$ cat config.mk
export PLATFORM = sky130hd
export DESIGN_NAME = riscv_mem_arbiter
export DESIGN_NICKNAME = d
export VERILOG_FILES = /design/src/rtl/riscv_mem_arbiter.sv
export SDC_FILE = /design/constraint.sdc
export NUM_CORES = 1
export LEC_CHECK = 0
export CAP_MARGIN = 20
export CORE_AREA = 8 8 128 94
export CTS_CLUSTER_DIAMETER = 200
export DETAILED_ROUTE_END_ITERATION = 6
export DIE_AREA = 0 0 136 102
export GPL_ROUTABILITY_DRIVEN = 0
export GPL_TIMING_DRIVEN = 1
export MAX_ROUTING_LAYER = met4
export PLACE_DENSITY = 0.85
export SLEW_MARGIN = 20
export SYNTH_ARGS = -nofsm -noshare
export SYNTH_HDL_FRONTEND = slang
export SYNTH_SLANG_ARGS = --single-unit
$ cat constraint.sdc
create_clock -name clk -period 5.46 [get_ports clk]
set_input_delay 1.092 -clock clk [delete_from_list [all_inputs] [get_ports clk]]
set_output_delay 1.092 -clock clk [all_outputs]
set_load 0.01 [all_outputs]
$ cat src/rtl/riscv_mem_arbiter.sv
// riscv_mem_arbiter
// Shares one single-port, fixed-latency memory between the core's
// instruction-fetch port and its load/store port. Only one transaction is in
// flight at a time. Data normally wins arbitration. A streak counter hands the
// memory to a waiting fetch after MAX_DSTREAK back-to-back data grants, so
// fetch is never starved.
//
// Ports
//   clk, reset          clock (rising edge), asynchronous active-low reset
//   if_req/if_addr      fetch request in, held until if_gnt
//   if_gnt              fetch grant pulse
//   if_rvalid/if_rdata  fetch response (one-cycle pulse, data held afterwards)
//   d_req/d_we/d_addr/d_wdata/d_be   data request in, held until d_gnt
//   d_gnt               data grant pulse
//   d_rvalid/d_rdata    load data or store completion (data held afterwards)
//   mem_en/mem_we/mem_addr/mem_wdata/mem_be   memory command, grant cycle only
//   mem_rdata           memory read data, valid MEM_LAT cycles after mem_en
//   busy                high while a transaction is outstanding
//
// state  | meaning
// S_IDLE | no transaction outstanding; a request is granted in this cycle
// S_WAIT | waiting MEM_LAT cycles for the memory to return read data

module riscv_mem_arbiter #(
  parameter int ADDR_W      = 32,
  parameter int DATA_W      = 32,
  parameter int MEM_LAT     = 1,
  parameter int MAX_DSTREAK = 4
) (
  input  logic                clk,
  input  logic                reset,
  input  logic                if_req,
  input  logic [ADDR_W-1:0]   if_addr,
  output logic                if_gnt,
  output logic                if_rvalid,
  output logic [DATA_W-1:0]   if_rdata,
  input  logic                d_req,
  input  logic                d_we,
  input  logic [ADDR_W-1:0]   d_addr,
  input  logic [DATA_W-1:0]   d_wdata,
  input  logic [DATA_W/8-1:0] d_be,
  output logic                d_gnt,
  output logic                d_rvalid,
  output logic [DATA_W-1:0]   d_rdata,
  output logic                mem_en,
  output logic                mem_we,
  output logic [ADDR_W-1:0]   mem_addr,
  output logic [DATA_W-1:0]   mem_wdata,
  output logic [DATA_W/8-1:0] mem_be,
  input  logic [DATA_W-1:0]   mem_rdata,
  output logic                busy
);

  localparam int BE_W = DATA_W / 8;
  // Down-counter holds the WAIT cycles still to go before the capture cycle.
  localparam logic [1:0] LAT_LOAD   = 2'(MEM_LAT - 1);
  localparam logic [3:0] STREAK_MAX = 4'(MAX_DSTREAK);

  typedef enum logic {
    S_IDLE = 1'b0,
    S_WAIT = 1'b1
  } state_t;

  state_t            r_state;
  state_t            w_state_nxt;
  logic [1:0]        r_lat;
  logic [3:0]        r_streak;
  logic              r_own_f;
  logic              r_own_st;
  logic              r_if_rvalid;
  logic              r_d_rvalid;
  logic [DATA_W-1:0] r_if_rdata;
  logic [DATA_W-1:0] r_d_rdata;

  logic              w_pick_f;
  logic              w_pick_d;
  logic              w_capture;

  always_ff @(posedge clk or negedge reset) begin
    if (!reset) r_state <= S_IDLE;
    else        r_state <= w_state_nxt;
  end

  // Grants are combinational and are also forced low while reset is held,
  // since the request inputs may already be high during reset.
  always_comb begin
    w_state_nxt = r_state;
    w_pick_f    = 1'b0;
    w_pick_d    = 1'b0;
    w_capture   = 1'b0;
    case (r_state)
      S_IDLE: begin
        if (reset) begin
          w_pick_f = if_req && (!d_req || (r_streak == STREAK_MAX));
          w_pick_d = d_req && !w_pick_f;
        end
        if (w_pick_f || w_pick_d) w_state_nxt = S_WAIT;
      end
      S_WAIT: begin
        if (r_lat == 2'd0) begin
          w_capture   = 1'b1;
          w_state_nxt = S_IDLE;
        end
      end
      default: w_state_nxt = S_IDLE;
    endcase
  end

  always_ff @(posedge clk or negedge reset) begin
    if (!reset) begin
      r_lat       <= 2'd0;
      r_streak    <= 4'd0;
      r_own_f     <= 1'b0;
      r_own_st    <= 1'b0;
      r_if_rvalid <= 1'b0;
      r_d_rvalid  <= 1'b0;
      r_if_rdata  <= '0;
      r_d_rdata   <= '0;
    end else begin
      r_if_rvalid <= 1'b0;
      r_d_rvalid  <= 1'b0;

      if (w_pick_f || w_pick_d) begin
        r_lat    <= LAT_LOAD;
        r_own_f  <= w_pick_f;
        r_own_st <= w_pick_d && d_we;
      end else if ((r_state == S_WAIT) && (r_lat != 2'd0)) begin
        r_lat <= r_lat - 2'd1;
      end

      if (w_capture) begin
        if (r_own_f) begin
          r_if_rdata  <= mem_rdata;
          r_if_rvalid <= 1'b1;
        end else begin
          r_d_rvalid <= 1'b1;
          if (!r_own_st) r_d_rdata <= mem_rdata;
        end
      end

      // Streak only counts data grants that made a fetch wait.
      if (w_pick_f) begin
        r_streak <= 4'd0;
      end else if (w_pick_d) begin
        if (!if_req)                      r_streak <= 4'd0;
        else if (r_streak < STREAK_MAX)   r_streak <= r_streak + 4'd1;
      end
    end
  end

  assign if_gnt    = w_pick_f;
  assign d_gnt     = w_pick_d;
  assign mem_en    = w_pick_f || w_pick_d;
  assign mem_we    = w_pick_d && d_we;
  assign mem_addr  = w_pick_d ? d_addr : (w_pick_f ? if_addr : '0);
  assign mem_wdata = w_pick_d ? d_wdata : '0;
  assign mem_be    = w_pick_d ? d_be : {BE_W{1'b0}};
  assign busy      = (r_state == S_WAIT);
  assign if_rvalid = r_if_rvalid;
  assign d_rvalid  = r_d_rvalid;
  assign if_rdata  = r_if_rdata;
  assign d_rdata   = r_d_rdata;

endmodule

==> impl_metrics.yaml <==
status:
  status: "complete, no violations"
global_routing:
  grt_pass1_vias: 3589
  antenna_found_initial: 0
  grt_pass1_wl_mm: 21.1
  grt_max_degree: 76
  track_usage_pct: 20.8
  grt_overflow: 0
timing:
  slew_headroom_pct: 38.1
  fin_skew_ns: 0.00546
  period_minus_slack_ns: 4.58
  fin_ws_ns: 0.876
  tightestPinTransition_ns: 0.928
  slew_violations: 0
  fmax_mhz: 218
  rsz0062_at_grt: "false"
  setup_viol: 0
  final_hold_viol_count: 0
  final.setup.tns_ns: 0
  fin_crit_sh_pct: 83.9
critical_path:
  arrival_ns: 3.49
  end_kind: "output port"
  path_class: "primary input to output port"
  crit_chain: "clkdlybuf4s50_1, nand3b_1, nor2_4, buf_12, a22o_1, clkdlybuf4s50_1"
  path_max_fanout: 36
  startpoint_type: "primary input"
  worst-path-buf-inv: 3
  cpMostUsedCell: "clkdlybuf4s50_1"
  cp_slowest_cell: "clkdlybuf4s50_1"
  cpLargestDelayFamily: "buffers and inverters"
  slowest_delay_ns: 0.58
  required_ns: 4.37
cts:
  htreeDepth: 3
  root_buffer: "clkbuf_16"
  postCtsSetupRepairBufs: 0
  clk_latency_ns: 0.32
  cts.sinks: 75
  cts_tree: "yes"
  cts_resized: 0
  numCtsBuffers: 9
  cts_hold_buf: 0
  cts_buffer_depth: 2
  clk_pin_slew_ns: 0.05
drt:
  num_vias: 3187
  drcViolationCount: 0
  vias_per_cell: 4.69
  drtIter0Drc: 124
  wirelength_mm: 14.4
  dr.pass1.iters: 4
  wl_per_cell_um: 21.2
  postRouteAntennaNets: 0
finish:
  antenna_cells: 0
  multi_input_area_um2: 1510
  final_cell_mix: "clkdlybuf4s50_1 (274), dfrtp_1 (75), mux2_2 (62)"
  final_nets: 683
  regArea_um2: 1880
  syn2layout_area_growth_pct: 90.1
  fillCellCount: 752
  drive_gt1_share_pct: 15.5
  final_common_cell: "clkdlybuf4s50_1"
power:
  ir_drop_mv: 0.284
  switching_share_pct: 30.3
  power.leakage_uw: 0.00273
  switchingPower_uw: 935
  intPower_uw: 2150
  p_clk_share_pct: 19.7
  power_density_nw_per_um2: 461
  pwr-share-comb_pct: 48.1
  seqPwrFrac_pct: 32.2
floorplan:
  fp.dieW_um: 136
  initial_core_util_pct: 34.9
  die_h_um: 102
  io_pins: 276
  design.core.area_um2: 10100
  die_area_um2: 13900
  rows: 31
placement:
  numPortBuffers: 275
  dp_slack_ns: 0.892
  dpl.hpwl_mm: 11.7
synthesis:
  yosysSeqAreaShare_pct: 53.3
  ys.warnings.count: 0
  syn_inst: 271
  syn-num-nets: 411
  synth_area_um2: 3520
  synth.avg_cell_area_um2: 13.0
  ys_ff_latch: 75
  yosysUniqueCellTypes: 34
hold_path:
  hold_path_class: "flip-flop to flip-flop"
flow_run:
  drv_cap: 0
registers in the layout, summed over array words and instances (netlist names):
| name | cells |
|---|---|
| d_rdata | 32 |
| if_rdata | 32 |
| r_streak | 4 |
| r_lat | 2 |
| busy | 1 |
| d_rvalid | 1 |
| if_rvalid | 1 |
| r_own_f | 1 |
| r_own_st | 1 |
per-layer routing:
metal,wire length (um),global-route usage [%],share of wire (%),vias up
met3,1380,8.60,9.6,8
met5,0,-,0,-
met4,124,4.46,0.86,0
met2,7430,33.5,52,119
met1,5480,24.0,38,1551
li1,-,-,-,1509
cell usage after synthesis (all sizes together):
| library cell | count | area (um2) |
|---|---|---|
| ha | 3 | 37.5 |
| nor2b | 1 | 6.26 |
| a2111oi | 1 | 27.5 |
| nand3 | 1 | 5.00 |
| and3b | 1 | 8.76 |
| nor2 | 6 | 25.0 |
| xnor2 | 1 | 8.76 |
| a211oi | 1 | 7.51 |
| nor3 | 3 | 20.0 |
| and2 | 37 | 231 |
| o21ai | 2 | 10.0 |
| or2 | 1 | 6.26 |
| nand2 | 1 | 3.75 |
| o211a | 1 | 10.0 |
| o21a | 1 | 7.51 |
| a21o | 1 | 7.51 |
| a21oi | 1 | 5.00 |
| nand3b | 2 | 15.0 |
| buf | 14 | 96.3 |
| inv | 10 | 37.5 |
| mux2 | 64 | 721 |
| a31oi | 2 | 12.5 |
| clkbuf | 4 | 15.0 |
| a22o | 32 | 280 |
| dfrtp | 75 | 1880 |
| o211ai | 1 | 7.51 |
| and4b | 1 | 10.0 |
| o2bb2ai | 1 | 8.76 |
| nand4 | 2 | 12.5 |
area by class of cell:
class	count	area share, %
flip-flops and latches	75	28.0
well taps	132	2.47
clock buffers	11	3.48
inverters	10	0.561
clock inverters	4	1.14
multi-input cells	168	22.6
repair buffers	279	41.7
worst paths after layout:
path                                end  cells after the start  startpoint  slack [ns]
max                        mem_addr[26]                      6       d_req        0.88
min                          d_rdata[2]                      1  d_rdata[2]        0.49
max reg2reg                 d_rdata[21]                      6    r_lat[0]        3.39
min reg2reg                  d_rdata[2]                      1  d_rdata[2]        0.49
max in group asynchronous   if_rdata[0]                      2       reset        3.82
min in group asynchronous       r_own_f                      2       reset        1.04
stage by stage:
step	util (%)	instance area (um2)	instances	power (uW)	hold WS, ns
floorplan	-	3520	271	1620	0.464
global placement	63.3	6380	664	2460	0.470
detailed placement	63.3	6380	664	2510	0.484
CTS	66.4	6690	679	3140	0.497
global route	66.4	6690	679	3280	0.512
finish	66.4	6690	679	3090	0.491
cell families after synthesis:
group / count (synthesis) / share of synthesized area, %
xor gates and xnor gates: 1 / 0.249
adders and majority gates: 3 / 1.07
and+or+nand+nor: 56 / 9.77
DFF: 75 / 53.3
muxes: 64 / 20.5
buffers and inverters: 28 / 4.23
AOI/OAI and AO/OA: 44 / 10.9
power groups by stage:
stage	logic, uW	clock network, uW	registers (uW)
final	1490	608	995
after global placement	1470	0	984
after detailed placement	1500	0	1000
after CTS	1510	626	998
after global routing	1590	651	1040
after floorplan	518	0	1100
No activity file was read; power rests on OpenSTA's default activity.
